===== src/rtl/serial_adder_pkg.sv =====
// serial_adder_pkg: shared constants for the bit-serial adder.
//   DEFAULT_WIDTH : default operand/sum width
//   IDLE/RUN/DONE : FSM state encodings (state_t)
package serial_adder_pkg;

   localparam int unsigned DEFAULT_WIDTH = 8;

   typedef logic [1:0] state_t;

   localparam state_t IDLE = 2'd0;
   localparam state_t RUN  = 2'd1;
   localparam state_t DONE = 2'd2;

endpackage


===== src/rtl/serial_adder_fa_cell.sv =====
// fa_cell: one-bit full adder built from two half-adder stages and an OR.
//   a, b, cin : input bits
//   sum       : a ^ b ^ cin
//   carry     : carry-out
module fa_cell (
   input  logic a,
   input  logic b,
   input  logic cin,
   output logic sum,
   output logic carry
);

   logic hs1;
   logic hc1;
   logic hc2;

   // First half adder on the operand bits
   assign hs1   = a ^ b;
   assign hc1   = a & b;
   // Second half adder folds in the carry
   assign sum   = hs1 ^ cin;
   assign hc2   = hs1 & cin;
   assign carry = hc1 | hc2;

endmodule


===== src/rtl/serial_adder.sv =====
// serial_adder: LSB-first bit-serial adder, one bit per clock through a
// single fa_cell. Takes WIDTH RUN cycles; done pulses for one cycle.
//   clk, rst        : clock, synchronous active-high reset
//   start, a, b, cin: request and operands (accepted when busy is low)
//   busy            : addition in progress
//   done            : one-cycle result-valid pulse
//   sum, cout       : result, held until the next accepted start
//   ovf             : two's-complement overflow (only with SERIAL_ADDER_OVF_EN)
module serial_adder
   import serial_adder_pkg::*;
#(
   parameter int unsigned WIDTH = DEFAULT_WIDTH
) (
   input  logic             clk,
   input  logic             rst,
   input  logic             start,
   input  logic [WIDTH-1:0] a,
   input  logic [WIDTH-1:0] b,
   input  logic             cin,
   output logic             busy,
   output logic             done,
   output logic [WIDTH-1:0] sum,
   output logic             cout
`ifdef SERIAL_ADDER_OVF_EN
   ,
   output logic             ovf
`endif
);

   localparam int unsigned     CNT_W = $clog2(WIDTH + 1);
   localparam logic [CNT_W-1:0] LAST = CNT_W'(WIDTH - 1);

   state_t           state_q, state_d;
   logic [WIDTH-1:0] a_q, a_d;
   logic [WIDTH-1:0] b_q, b_d;
   logic [WIDTH-1:0] sum_q, sum_d;
   logic             carry_q, carry_d;
   logic [CNT_W-1:0] cnt_q, cnt_d;
   logic             busy_q, busy_d;
   logic             done_q, done_d;
   logic             fa_sum;
   logic             fa_carry;
`ifdef SERIAL_ADDER_OVF_EN
   logic             ovf_q, ovf_d;
`endif

   fa_cell u_fa (
      .a     (a_q[0]),
      .b     (b_q[0]),
      .cin   (carry_q),
      .sum   (fa_sum),
      .carry (fa_carry)
   );

   // State and datapath registers
   always_ff @(posedge clk) begin
      if (rst) begin
         state_q <= IDLE;
         a_q     <= '0;
         b_q     <= '0;
         sum_q   <= '0;
         carry_q <= 1'b0;
         cnt_q   <= '0;
         busy_q  <= 1'b0;
         done_q  <= 1'b0;
`ifdef SERIAL_ADDER_OVF_EN
         ovf_q   <= 1'b0;
`endif
      end else begin
         state_q <= state_d;
         a_q     <= a_d;
         b_q     <= b_d;
         sum_q   <= sum_d;
         carry_q <= carry_d;
         cnt_q   <= cnt_d;
         busy_q  <= busy_d;
         done_q  <= done_d;
`ifdef SERIAL_ADDER_OVF_EN
         ovf_q   <= ovf_d;
`endif
      end
   end

   // Next-state and next-output logic
   always_comb begin
      state_d = state_q;
      a_d     = a_q;
      b_d     = b_q;
      sum_d   = sum_q;
      carry_d = carry_q;
      cnt_d   = cnt_q;
      busy_d  = 1'b0;
      done_d  = 1'b0;
`ifdef SERIAL_ADDER_OVF_EN
      ovf_d   = ovf_q;
`endif
      case (state_q)
         IDLE, DONE: begin
            if (start) begin
               a_d     = a;
               b_d     = b;
               carry_d = cin;
               cnt_d   = '0;
               busy_d  = 1'b1;
               state_d = RUN;
            end else begin
               state_d = IDLE;
            end
         end
         RUN: begin
            carry_d = fa_carry;
            sum_d   = {fa_sum, sum_q[WIDTH-1:1]};
            a_d     = a_q >> 1;
            b_d     = b_q >> 1;
            if (cnt_q == LAST) begin
               // Counter parks at LAST rather than wrapping
               state_d = DONE;
               done_d  = 1'b1;
`ifdef SERIAL_ADDER_OVF_EN
               // carry_q here is the carry into the MSB
               ovf_d   = carry_q ^ fa_carry;
`endif
            end else begin
               cnt_d  = cnt_q + CNT_W'(1);
               busy_d = 1'b1;
            end
         end
         default: state_d = IDLE;
      endcase
   end

   assign busy = busy_q;
   assign done = done_q;
   assign sum  = sum_q;
   assign cout = carry_q;
`ifdef SERIAL_ADDER_OVF_EN
   assign ovf  = ovf_q;
`endif

endmodule


===== config.mk =====
export PLATFORM = sky130hd
export DESIGN_NAME = serial_adder
export DESIGN_NICKNAME = d
export VERILOG_FILES = /design/src/rtl/serial_adder_pkg.sv /design/src/rtl/serial_adder_fa_cell.sv /design/src/rtl/serial_adder.sv
export SDC_FILE = /design/constraint.sdc
export NUM_CORES = 1
export LEC_CHECK = 0
export BUFFER_PORTS_ARGS = -buffer_cell sky130_fd_sc_hd__clkbuf_2
export CAP_MARGIN = 15
export CORE_ASPECT_RATIO = 0.5
export CORE_MARGIN = 4
export CORE_UTILIZATION = 40
export CTS_BUF_LIST = sky130_fd_sc_hd__clkbuf_4
export DETAILED_ROUTE_END_ITERATION = 8
export SYNTH_ARGS = -nofsm -noshare
export SYNTH_HDL_FRONTEND = slang
export SYNTH_SLANG_ARGS = --single-unit
export TNS_END_PERCENT = 30

===== constraint.sdc =====
create_clock -name clk -period 2.35 [get_ports clk]
set_clock_uncertainty 0.15 [all_clocks]
set_input_delay 0.235 -clock clk [delete_from_list [all_inputs] [get_ports clk]]
set_output_delay 0.235 -clock clk [all_outputs]
set_load 0.1 [all_outputs]

### Word-level counts from Yosys, hierarchy flattened

Cells that the tools add are included.
Widths: inputs -> output; s select.

| word-level totals | value |
|---|---|
| register bits after elaboration | 33 |
| word-level logic and storage cells | 43 |
| output and inout port bits | 11 |

| cells by class | value |
|---|---|
| $add $sub $neg | 1 |
| eq/ne operators | 6 |
| bitwise operators | 6 |
| muxes and demuxes | 16 |
| reduce and logical (&&, ||, !) cells | 6 |

Operators by type and width:

| operator | number |
|---|---|
| $pmux 8 s2 | 2 |
| $mux 8 | 2 |
| $mux 4 | 2 |
| $pmux 4 s2 | 1 |
| $ne 2x2->1 const B | 3 |
| $mux 1 | 5 |
| $add 4x1->4 const B | 1 |
| $eq 4x3->1 const B | 1 |
| $pmux 1 s2 | 2 |
| $pmux 2 s2 | 1 |
| $reduce_or 2->1 | 2 |
| $reduce_and 3->1 | 1 |
| $and 1x1->1 | 2 |
| $eq 2x1->1 const B | 1 |
| $eq 2x2->1 const B | 1 |
| $logic_not 2->1 | 1 |
| $mux 2 | 1 |
| $reduce_and 2->1 | 1 |
| $reduce_bool 2->1 | 1 |
| $xor 1x1->1 | 2 |
| $not 1->1 | 1 |
| $or 1x1->1 | 1 |

### Longest topological paths before layout

| depth | value |
|---|---|
| depth in word-level cells | 4 |
| depth in mapped cells | 5 |
| mapped depth without buffers | 4 |

### By module

Synthesis repeated with hierarchy kept, for this count alone.

| second synthesis, totals | value |
|---|---|
| cell total of the unflattened synthesis | 164 |
| area, all modules | 1381.3 um^2 |

Modules (own cells, without submodules):

| module | area an instance (um^2) | cells an instance | sequential area each (um^2) | instances |
|---|---|---|---|---|
| serial_adder | 1361.3 | 163 | 660.6 | 1 |
| fa_cell | 20.0 | 1 | 0.0 | 1 |

### Least setup slack after synthesis

No wires, ideal clock.

| path | value |
|---|---|
| path kind | flip-flop to flip-flop |
| start point | reg carry_q, in the netlist cout |
| end point | reg sum_q[7], in the netlist sum[7] |
| path slack | 0.458 ns |
| stages on the path, launching flop included | 4 |
| arrival | 1.614 ns |
| required time | 2.072 ns |
| cell sequence | dfxtp_1 > fa_1 > nand2_1 > a21oi_1 |

| between the ends | value |
|---|---|
| word-level cells in the longest chain between the ends | 1 |

Ends and longest elaborated chain:

| item | line | RTL |
|---|---|---|
| start, declared | serial_adder.sv:37 | `logic carry_q, carry_d;` |
| start signal, assigned | serial_adder.sv:74 | `carry_q <= carry_d;` |
| $xor 1x1->1 | serial_adder_fa_cell.sv:21 | `assign sum = hs1 ^ cin;` |
| named net fa_sum | serial_adder.sv:41 | `logic fa_sum;` |
| end signal, assigned | serial_adder.sv:73 | `sum_q <= sum_d;` |
| end, declared | serial_adder.sv:36 | `logic [WIDTH-1:0] sum_q, sum_d;` |

The timed path passes the listed nets, and every way through them passes these cells.
A chain may end at the register's enable or synchronous reset.

### Worst setup path after layout

| path | value |
|---|---|
| start point | reg cnt_q[0] |
| end point | reg cnt_q[0] |

| between the ends | value |
|---|---|
| word-level cells in the longest chain between the ends | 3 |

Ends and longest elaborated chain:

| item | line | RTL |
|---|---|---|
| start, declared | serial_adder.sv:38 | `logic [CNT_W-1:0] cnt_q, cnt_d;` |
| start signal, assigned | serial_adder.sv:75 | `cnt_q <= cnt_d;` |
| $add 4x1->4 / $eq 4x3->1 (equally long branches) | serial_adder.sv:124, serial_adder.sv:115 |  |
| $mux 4 / $ne 2x2->1 (equally long branches) | n/a |  |
| $pmux 4 s2 / $reduce_and 3->1 (equally long branches) | n/a |  |

Several ways; a longest one is shown, not always the timed one. The select of a mux whose other input is x is not followed.

==> reports/metrics.csv <==
stage,metric,value,unit
timing,final hold violations,0,
global_routing,met3 Track Usage GR,5.42,%
critical_path,kind of launch point of the worst setup path,flop,
critical_path,Crit. End Element,flop,
synth,yosys warns,0,
flow_run,maxcap violations,0,
clocking,clk_lat worst skew,310,ps
critical_path,flop-to-flop setup slack,580,ps
synth,post-synth top area share,50.1,%
die,DIE AREA,0.00434,sq mm
clocking,Root Buffer,clkbuf_4,
clocking,setup bufs post-CTS,0,
global_routing,first-pass GRT wire length,5.00,mm
synth,Syn Area/Cell,8.09,sq um
global_routing,global-route usage over all layers,14.6,%
timing,Final Max Slew Viols,0,
routing,DR DRC count,0,
synth,post-synthesis xor/xnor area fraction,0,%
power_and_ir_drop,VDD IR max,0.000286,V
critical_path,"Cell Chain, Critical Path",ha_1 > nand2_1 > o21ai_0 > mux2_2,
critical_path,"CP delay by family, top",compound AO/OA/AOI/OAI gates,
global_routing,GRT met2 Usage,23.0,%
synth,#FFs+latches synth,33,
global_routing,GR peak layer,met2,
timing,Setup Viol. Count Final,0,
die,starting density of the core,42.8,%
global_routing,GR Util met1,18.9,%
layout,Layout area overhead,29.5,%
synth,Synth cell types,25,
critical_path,WP buf/inv,0,
critical_path,"Slowest-stage cell, CP",o21ai_0,
power_and_ir_drop,P_leak,0.716,nW
timing,Worst-Margin Slew,545,ps
layout,Antenna Cells,0,
die,die height,48.6,um
synth,most frequent cell after synthesis,nand2_1,
timing,period utilization,75.2,%
synth,leading area contributor after synthesis,dfxtp_1,
synth,compound-cell area share of the yosys netlist,20.8,%
synth,Synth top cells by count,"50 x nand2_1, 33 x dfxtp_1, 17 x o21ai_0",
synth,mux contribution to synthesized area,1.61,%
synth,async set or reset register ratio after synthesis,0,%
synth,Synth Area in Simple Gates,20.2,%
power_and_ir_drop,pwr dens,646,mW/mm^2
power_and_ir_drop,total power,1.10,mW
critical_path,CP arrival,1830,ps
synth,area share of fa/ha/maj cells after synthesis,2.47,%
placement,GPL Wtd Cong,0.726,
synth,Mapped Area,0.00132,sq mm
timing,max frequency,0.566,GHz
routing,total wire length,3.01,mm
status,status,"complete, no violations",
synth,"Seq/Total Area, Yosys",50.1,%
routing,Pre-antenna DRT Iters,4,
critical_path,crit-path max cell delay,430,ps
global_routing,global route overflow,0,
timing,Max-slew headroom,63.8,%
critical_path,reg2reg start,cnt_q[0],
global_routing,vias in the first global route,1117,
routing,initial drt markers,52,
layout,non-filler instance count after layout,247,
synth,Post-synth EDFFs,0,
hold_path,Min-Delay Path Depth,3,
die,die width,89.2,um
routing,vias per inst,5.14,
layout,ratio of cells with drive above 1 in the final layout,20.3,%
placement,Cells after DPL,225,
critical_path,CP max FO,4,
layout,final net count,229,
die,num ports,31,
clocking,post-CTS sizing,0,
timing,Min Hold Slack,11.0,ps
critical_path,Critical Path RT,2410,ps
synth,synthesized instance count,163,
clocking,CTS H-Tree Depth,2,
synth,Post-synth top flop,dfxtp_1,
clocking,Max Root-Sink Buffers,2,
routing,vias,1269,
timing,min cycle time layout,1770,ps
synth,largest family of logic cells by synthesized area,compound AO/OA/AOI/OAI gates,
routing,routed len/inst,12.2,um
layout,FILL cells,311,
die,cell row count,14,
global_routing,initial antenna violation count,0,
critical_path,reg2reg end,cnt_q[0],
global_routing,largest net degree at the start of global routing,33,
hold_path,worst min path class,in2reg,
critical_path,Worst Setup EP,cnt_q[0],
critical_path,CP startpoint,cnt_q[0],
critical_path,worst-case reg-to-reg path depth,4,
clocking,TritonCTS buffer count,5,
critical_path,critical path depth,4,
critical_path,worst setup path class,reg2reg,
routing,post-route ant nets,0,
clocking,clk sink count,33,
die,core footprint,0.00308,sq mm
timing,RSZ-0062 raised after global routing,false,
synth,post-synth net total,185,
clocking,clock slew at reported path FFs,90,ps
timing,setup TNS,0,ps
placement,# port buffers,30,
synth,top post-synthesis cells by area,"dfxtp_1 50%, nand2_1 14%, a31oi_1 7.1%",
clocking,CTS tree,yes,
placement,dpl hpwl,1.98,mm
[where the power goes]
part,switching [mW],total (mW),internal [mW]
clock,0.175,0.295,0.120
sequential,0.0196,0.613,0.593
combinational,0.122,0.196,0.0738
total,0.317,1.10,0.787
[repair_timing]
item / 4_1_cts / 5_1_grt
setup endpoints to repair: 0 / 0
hold buffers: 10 / 5
hold endpoints to repair: 10 / 5
[registers in the layout (all words and copies together), names as in the netlist]
register,flops
b_q,8
busy,1
cout,1
done,1
a_q,8
state_q,2
cnt_q,4
sum,8
[layout by cell type, fill, tap and decap left out]
master,instances
a21o_1,1
a21oi_1,14
a31oi_1,15
and2b_1,1
and3_1,1
buf_12,1
buf_4,4
clkbuf_2,30
clkbuf_4,6
clkinv_1,1
dfxtp_1,33
dlygate4sd3_1,15
fa_1,1
ha_1,1
inv_1,1
mux2_2,1
mux2i_1,1
nand2_1,50
nand2b_1,2
nand3_1,4
nor2_1,1
nor2b_1,1
nor4_1,2
o211a_1,1
o211ai_1,1
o21ai_0,17
or4b_1,1
[metrics by stage]
stage	worst slack [ps]	instance area, sq um	utilization (%)
final	583	1710	55.4
after global routing	495	1710	55.4
after CTS	578	1660	53.8
after detailed placement	595	1510	48.9
after global placement	679	1510	48.9
after floorplan	458	1320	-
[layer usage]
layer	share of wire [%]	wire length, um
met1	46	1390
met2	45	1370
met3	8.0	240
met4	0.27	8
met5	0	0
[worst min path at each step]
stage / slack [ps] / from / to
final: 10 / b[5] / b_q[5]
after global routing: 1 / b[5] / b_q[5]
after CTS: 0.4 / a[1] / a_q[1]
after detailed placement: 310 / b_q[2] / b_q[2]
after global placement: 300 / sum[0] / sum[0]
after floorplan: 220 / a[7] / a_q[7]
[tightest hold or removal path, delay by kind of cell]
kind            cells  cell delay [ps]
compound gates      1               70
buf+inv             1               80
simple gates        1               40
[final cells by class]
class | instances | area (sq um) | share of cell area (%)
Clock buffer | 6 | 45.0 | 2.64
Clock inverter | 1 | 3.75 | 0.220
Inverter | 1 | 3.75 | 0.220
Multi-Input combinational cell | 116 | 594 | 34.8
Sequential cell | 33 | 661 | 38.7
Tap cell | 40 | 50.0 | 2.93
Timing Repair Buffer | 50 | 350 | 20.5
[cells by family (layout without fill, tap and decap cells)]
kind of cell             after synthesis  after routing
AO/OA/AOI/OAI                         49             49
multiplexers                           2              2
flip-flops                            33             33
adder cells (fa/ha/maj)                2              2
buffers and inverters                 14             58
AND/OR/NAND/NOR                       63             63
(Power assumes the default switching activity.)
